===== src/rtl/sub_float.sv =====
// sub_float: sequential IEEE-754 binary32 subtractor (diff = a - b).
// Alignment and normalization move one bit per cycle to keep the datapath narrow.
// Denormal inputs are flushed to zero. Results that underflow become a signed zero.
module sub_float (
  input  logic        clk,
  input  logic        rst,
  input  logic        in_valid,
  output logic        in_ready,
  input  logic [31:0] a,
  input  logic [31:0] b,
  output logic        out_valid,
  input  logic        out_ready,
  output logic [31:0] diff
);

  localparam logic [31:0] QNAN = 32'h7FC0_0000;

  typedef enum logic [2:0] {IDLE, ALIGN, ADD, NORM, ROUND, DONE} state_t;

  state_t      state_reg, state_next;
  logic        sign_reg, sign_next;        // sign of the larger operand L
  logic        eff_sub_reg, eff_sub_next;  // effective signs differ
  logic [8:0]  exp_reg, exp_next;          // wide enough to hold 255 plus a carry
  logic [26:0] mant_l_reg, mant_l_next;    // {1, frac, G, R, S}
  logic [26:0] mant_s_reg, mant_s_next;
  logic [27:0] sum_reg, sum_next;          // bit 27 is the add carry
  logic [4:0]  cnt_reg, cnt_next;          // remaining alignment shifts
  logic [31:0] diff_reg, diff_next;

  // Operand fields. The subtrahend sign is inverted so everything after this is an add.
  logic [7:0]  exp_a, exp_b;
  logic        sign_a, sign_b;
  logic        a_nan, b_nan, a_inf, b_inf, a_zero, b_zero;
  logic        a_ge_b;
  logic [7:0]  exp_big, exp_small, exp_diff;
  logic [4:0]  cnt_init;
  logic [26:0] mant_a, mant_b;

  assign exp_a  = a[30:23];
  assign exp_b  = b[30:23];
  assign sign_a = a[31];
  assign sign_b = ~b[31];
  assign a_nan  = (exp_a == 8'hFF) && (a[22:0] != 23'd0);
  assign b_nan  = (exp_b == 8'hFF) && (b[22:0] != 23'd0);
  assign a_inf  = (exp_a == 8'hFF) && (a[22:0] == 23'd0);
  assign b_inf  = (exp_b == 8'hFF) && (b[22:0] == 23'd0);
  assign a_zero = (exp_a == 8'd0);
  assign b_zero = (exp_b == 8'd0);
  assign a_ge_b = (a[30:0] >= b[30:0]);
  assign mant_a = {1'b1, a[22:0], 3'b000};
  assign mant_b = {1'b1, b[22:0], 3'b000};
  assign exp_big   = a_ge_b ? exp_a : exp_b;
  assign exp_small = a_ge_b ? exp_b : exp_a;
  assign exp_diff  = exp_big - exp_small;
  // Beyond 27 shifts every bit of S has already collapsed into sticky.
  assign cnt_init  = (exp_diff > 8'd27) ? 5'd27 : exp_diff[4:0];

  // Special operand combinations that bypass the datapath entirely.
  logic        is_special;
  logic [31:0] special_val;

  // Resolve NaN / Inf / zero / exact-cancellation cases at accept time.
  always_comb begin
    is_special  = 1'b1;
    special_val = 32'd0;
    if (a_nan || b_nan) begin
      special_val = QNAN;
    end else if (a_inf && b_inf) begin
      special_val = (sign_a == sign_b) ? {sign_a, 8'hFF, 23'd0} : QNAN;
    end else if (a_inf) begin
      special_val = {sign_a, 8'hFF, 23'd0};
    end else if (b_inf) begin
      special_val = {sign_b, 8'hFF, 23'd0};
    end else if (a_zero && b_zero) begin
      special_val = {sign_a & sign_b, 31'd0};
    end else if (b_zero) begin
      special_val = a;
    end else if (a_zero) begin
      special_val = {~b[31], b[30:0]};
    end else if ((a[30:0] == b[30:0]) && (sign_a != sign_b)) begin
      special_val = 32'd0;
    end else begin
      is_special = 1'b0;
    end
  end

  // Round to nearest even on G/R/S; a carry out leaves rounded = 2^24.
  logic        round_up;
  logic [24:0] rounded;
  logic [8:0]  exp_rnd;
  logic [22:0] frac_rnd;

  assign round_up = sum_reg[2] & (sum_reg[1] | sum_reg[0] | sum_reg[3]);
  assign rounded  = {1'b0, sum_reg[26:3]} + {24'd0, round_up};
  assign exp_rnd  = exp_reg + {8'd0, rounded[24]};
  assign frac_rnd = rounded[24] ? rounded[23:1] : rounded[22:0];

  // Next-state and datapath updates; every register holds unless its state acts on it.
  always_comb begin
    state_next   = state_reg;
    sign_next    = sign_reg;
    eff_sub_next = eff_sub_reg;
    exp_next     = exp_reg;
    mant_l_next  = mant_l_reg;
    mant_s_next  = mant_s_reg;
    sum_next     = sum_reg;
    cnt_next     = cnt_reg;
    diff_next    = diff_reg;
    case (state_reg)
      IDLE: begin
        if (in_valid) begin
          if (is_special) begin
            diff_next  = special_val;
            state_next = DONE;
          end else begin
            sign_next    = a_ge_b ? sign_a : sign_b;
            eff_sub_next = sign_a ^ sign_b;
            exp_next     = {1'b0, exp_big};
            mant_l_next  = a_ge_b ? mant_a : mant_b;
            mant_s_next  = a_ge_b ? mant_b : mant_a;
            cnt_next     = cnt_init;
            state_next   = ALIGN;
          end
        end
      end
      ALIGN: begin
        if (cnt_reg == 5'd0) begin
          state_next = ADD;
        end else begin
          mant_s_next = {1'b0, mant_s_reg[26:2], mant_s_reg[1] | mant_s_reg[0]};
          cnt_next    = cnt_reg - 5'd1;
        end
      end
      ADD: begin
        if (eff_sub_reg) begin
          sum_next = {1'b0, mant_l_reg} - {1'b0, mant_s_reg};
        end else begin
          sum_next = {1'b0, mant_l_reg} + {1'b0, mant_s_reg};
        end
        state_next = NORM;
      end
      NORM: begin
        if (sum_reg[27]) begin
          sum_next   = {1'b0, sum_reg[27:2], sum_reg[1] | sum_reg[0]};
          exp_next   = exp_reg + 9'd1;
          state_next = ROUND;
        end else if (!sum_reg[26] && (exp_reg > 9'd1)) begin
          sum_next = {sum_reg[26:0], 1'b0};
          exp_next = exp_reg - 9'd1;
        end else if (!sum_reg[26]) begin
          diff_next  = {sign_reg, 31'd0};
          state_next = DONE;
        end else begin
          state_next = ROUND;
        end
      end
      ROUND: begin
        if (exp_rnd >= 9'd255) begin
          diff_next = {sign_reg, 8'hFF, 23'd0};
        end else begin
          diff_next = {sign_reg, exp_rnd[7:0], frac_rnd};
        end
        state_next = DONE;
      end
      DONE: begin
        if (out_ready) begin
          state_next = IDLE;
        end
      end
      default: state_next = IDLE;
    endcase
  end

  // State and datapath registers; reset clears everything and drops any in-flight result.
  always_ff @(posedge clk) begin
    if (rst) begin
      state_reg   <= IDLE;
      sign_reg    <= 1'b0;
      eff_sub_reg <= 1'b0;
      exp_reg     <= 9'd0;
      mant_l_reg  <= 27'd0;
      mant_s_reg  <= 27'd0;
      sum_reg     <= 28'd0;
      cnt_reg     <= 5'd0;
      diff_reg    <= 32'd0;
    end else begin
      state_reg   <= state_next;
      sign_reg    <= sign_next;
      eff_sub_reg <= eff_sub_next;
      exp_reg     <= exp_next;
      mant_l_reg  <= mant_l_next;
      mant_s_reg  <= mant_s_next;
      sum_reg     <= sum_next;
      cnt_reg     <= cnt_next;
      diff_reg    <= diff_next;
    end
  end

  assign in_ready  = (state_reg == IDLE);
  assign out_valid = (state_reg == DONE);
  assign diff      = diff_reg;

endmodule


===== config.mk =====
export PLATFORM = sky130hd
export DESIGN_NAME = sub_float
export DESIGN_NICKNAME = d
export VERILOG_FILES = /design/src/rtl/sub_float.sv
export SDC_FILE = /design/constraint.sdc
export NUM_CORES = 1
export LEC_CHECK = 0
export CORE_MARGIN = 2
export CORE_UTILIZATION = 45
export CTS_CLUSTER_DIAMETER = 100
export DETAILED_ROUTE_END_ITERATION = 10
export DONT_BUFFER_PORTS = 1
export GPL_ROUTABILITY_DRIVEN = 1
export PLACE_DENSITY = 0.6
export SYNTH_ARGS = -nofsm -noshare
export SYNTH_HDL_FRONTEND = slang
export SYNTH_SLANG_ARGS = --single-unit

===== constraint.sdc =====
create_clock -name clk -period 5.65 [get_ports clk]
set_clock_uncertainty 0.1 [all_clocks]
set_input_delay 1.4125 -clock clk [delete_from_list [all_inputs] [get_ports clk]]
set_output_delay 1.4125 -clock clk [all_outputs]
set_load 0.05 [all_outputs]

==> results.sh <==
export IMPL_outcome="completed"
export IMPL_syn_nets=1606
export IMPL_switching_share_pct=46.4
export IMPL_initial_core_util_pct=46.1
export IMPL_drt_wirelength_per_cell_um=21.6
export IMPL_cpMostUsedCell="sky130_fd_sc_hd__nor4_1"
export IMPL_avgViaCountPerCell=6.45
export IMPL_cts_reportedPaths_clkPinSlew_ns=0.06
export IMPL_post_layout_nonfiller_instances=1709
export IMPL_first_pass_iters=7
export IMPL_hold_path_class="flop to flop"
export IMPL_num_fill_cells=2319
export IMPL_leakage_nw=4.28
export IMPL_use_met1_pct=44.4
export IMPL_synthesis_area_per_instance_um2=7.11
export IMPL_synthCells=1472
export IMPL_synthArstFlopShare_pct=0
export IMPL_routed_wirelength_um=36900
export IMPL_yosysWarningCount=0
export IMPL_hold_path_startpoint="mant_l_reg[26]"
export IMPL_numClockSinks=130
export IMPL_timing_max_cap_violations=0
export IMPL_post_synthesis_sequential_element_count=130
export IMPL_cts_setup_buffers=0
export IMPL_chipWidth_um=156
export IMPL_drive_above_1_share_pct=5.62
export IMPL_grt_first_pass_wirelength_um=56800
export IMPL_largest_reg_flops=32
export IMPL_synth_top_cells_by_area="sky130_fd_sc_hd__dfxtp_1 25%, sky130_fd_sc_hd__nor2_1 8.4%, sky130_fd_sc_hd__ha_1 7.9%"
export IMPL_holdPathEnd="mant_l_reg[26]"
export IMPL_gr_usage_all_layers_pct=30.1
export IMPL_via_count=11015
export IMPL_area_growth_syn_to_layout_pct=6.92
export IMPL_cp_slowest_cell="sky130_fd_sc_hd__nor4_1"
export IMPL_grt_busiest_layer="met2"
export IMPL_gp_congestion=0.896
export IMPL_total_switching_power_mw=2.45
export IMPL_postCtsHoldBufs=0
export IMPL_synth_seq_area_share_pct=24.9
export IMPL_dpl_cell_count=1678
export IMPL_place_hpwl_um=27200
export IMPL_clk_latency_ns=0.43
export IMPL_timing_hold_worst_path_depth=2
export IMPL_die_height_um=156
export IMPL_cell_internal_pwr_mw=2.83
export IMPL_row_count=55
export IMPL_placement_io_buffers=0
export IMPL_grt_start_max_net_pins=121
export IMPL_h_tree_depth=4
export IMPL_timing_critical_path_arrival_ns=5.36
export IMPL_start_kind="input port"
export IMPL_critical_path_peak_fanout=8
export IMPL_netlist_top_cells_count="233 x sky130_fd_sc_hd__nor2_1, 156 x sky130_fd_sc_hd__nand2_1, 133 x sky130_fd_sc_hd__a21oi_1"
export IMPL_tightest_slew_ns=1.13
export IMPL_antenna_found_initial=0
export IMPL_gate_power_share_pct=50.5
export IMPL_numCtsBuffers=17
export IMPL_clock_root_buffer="sky130_fd_sc_hd__clkbuf_16"
export IMPL_seq_area_um2=2600
export IMPL_ctsResizeCount=0
export IMPL_crit_path_end_kind="flop"
export IMPL_hold_viol_final=0
export IMPL_synth_top_area_cell="sky130_fd_sc_hd__dfxtp_1"
export IMPL_synth_edf_count=0
export IMPL_sum_of_overflow_across_all_layers_after_global_routing=0
export IMPL_crit_reg2reg_launch="mant_s_reg[0]"
export IMPL_die_area_um2=24500
export IMPL_power_share_clock_pct=20.4
export IMPL_timing_max_transition_violations_final=0
export IMPL_share_seq_of_total_power_pct=29.1
export IMPL_clockBufferDepth=2
export IMPL_cell_with_the_most_instances_after_synthesis="sky130_fd_sc_hd__nor2_1"
export IMPL_max_slew_margin_pct=24.7
export IMPL_first_global_vias=9912
export IMPL_drc_errors=0
export IMPL_power_density_nw_per_um2=472
export IMPL_placeableCoreArea_um2=22700
export IMPL_ff2ff_path_depth=16
export IMPL_delay_of_the_slowest_cell_on_the_worst_path_ns=0.59
export IMPL_area_of_the_multi_input_gates_um2=7280
export IMPL_timing_critical_path_required_ns=5.84
export IMPL_setup_tns_final_ns=0
export IMPL_grt_met3_usage_pct=4.90
export IMPL_r2r_end="sum_reg[27]"
export IMPL_endpoints_failing_setup=0
export IMPL_tritoncts="built"
export IMPL_synth_top_cell_area_share_pct=24.9
export IMPL_period_minus_slack_ns=5.17
export IMPL_layout_worst_path_cycle_share_pct=91.5
export IMPL_path_cells="inv_1, ha_1, nand4_1, nor4_1, nand2_1, a21oi_1, nor2_4, nor2_1, a21oi_1, ha_1, nor4_1, a21o_1, xor2_1, o311ai_1, nor4_1, a311oi_1"
export IMPL_ir_worst_vdd_mv=0.208
export IMPL_finalNetCount=1546
export IMPL_rsz0062_at_grt="no"
export IMPL_postSynth_topFlopCell="sky130_fd_sc_hd__dfxtp_1"
export IMPL_drt_iter0_drc=1208
export IMPL_diodes=0
export IMPL_route_antenna_remaining_nets=0
export IMPL_reg2reg_setup_slack_ns=1.04
export IMPL_critPathKind="input port to flop"
export IMPL_post_synth_instance_area_um2=10500
export IMPL_highest_clock_frequency_the_design_can_meet_ghz=0.193
export IMPL_synth_cell_types=73
export IMPL_use_met2_pct=45.5
export IMPL_boundaryPins=102
[stage by stage]
stage	power [mW]	instance area, um^2	utilization, %	hold WS, ns	setup slack (ns)
6_report	5.28	11200	49.3	0.383	0.482
4_1_cts	5.24	11200	49.3	0.387	0.570
3_5_place_dp	4.14	10600	46.8	0.371	0.104
5_1_grt	5.64	11200	49.3	0.410	0.287
3_3_place_gp	4.13	10600	46.8	0.364	0.222
2_1_floorplan	3.54	10500	-	0.347	0.300
[critical path: cells and delay by family]
family / cells / cell delay [ns]
AOI/OAI and AO/OA: 5 / 1.09
xor gates and xnor gates: 1 / 0.29
adders and majority gates: 2 / 0.61
buffers and inverters: 1 / 0.04
and+or+nand+nor: 7 / 1.91
[placed cells by master, fill, tap and decap left out, types with 22 or more instances in the layout]
cell type                    n
sky130_fd_sc_hd__nand2_1   156
sky130_fd_sc_hd__a22oi_1    30
sky130_fd_sc_hd__inv_1      61
sky130_fd_sc_hd__nand3_1    28
sky130_fd_sc_hd__a311oi_1   46
sky130_fd_sc_hd__a211oi_1   47
sky130_fd_sc_hd__a21oi_1   133
sky130_fd_sc_hd__xnor2_1    54
sky130_fd_sc_hd__ha_1       66
sky130_fd_sc_hd__dfxtp_1   130
sky130_fd_sc_hd__nor3_1     44
sky130_fd_sc_hd__o21ai_0    71
sky130_fd_sc_hd__xor2_1     22
sky130_fd_sc_hd__nor2_1    229
[power groups by stage]
stage,sequential (mW),clock (mW),combinational (mW)
global route,1.56,1.13,2.95
finish,1.53,1.08,2.67
global placement,1.55,0,2.58
CTS,1.53,1.09,2.62
floorplan,1.43,0,2.11
detailed placement,1.55,0,2.60
[cell families after synthesis]
kind of cell	after synthesis	synth area share (%)
AOI/OAI and AO/OA	458	29.6
xor gates and xnor gates	76	6.36
adders and majority gates	66	7.89
buffers and inverters	161	5.88
DFF	130	24.9
muxes	13	1.27
and+or+nand+nor	568	24.1
[cell type report]
cell class	count	share of cell area, %
multi-input combinational	1181	65.1
sequential	130	23.3
clock buffer	19	4.05
tap	285	3.19
inverter	61	2.05
timing repair buffer	21	1.41
clock inverter	12	0.973
[routing by layer]
layer  vias up  wire length [um]
met1      5197             17300
li1       5283                 -
met3        37              3260
met4         0               437
met2       498             15900
met5         -                 0
[worst max path at each step]
stage | from | to | slack (ns) | cells past startpoint
6_report | b[27] | cnt_reg[0] | 0.48 | 16
2_1_floorplan | b[28] | cnt_reg[4] | 0.30 | 17
3_3_place_gp | b[27] | cnt_reg[4] | 0.22 | 16
4_1_cts | b[27] | cnt_reg[4] | 0.57 | 16
5_1_grt | b[27] | cnt_reg[4] | 0.29 | 16
3_5_place_dp | b[27] | cnt_reg[4] | 0.10 | 16
Power figures use the tool's default switching activity.
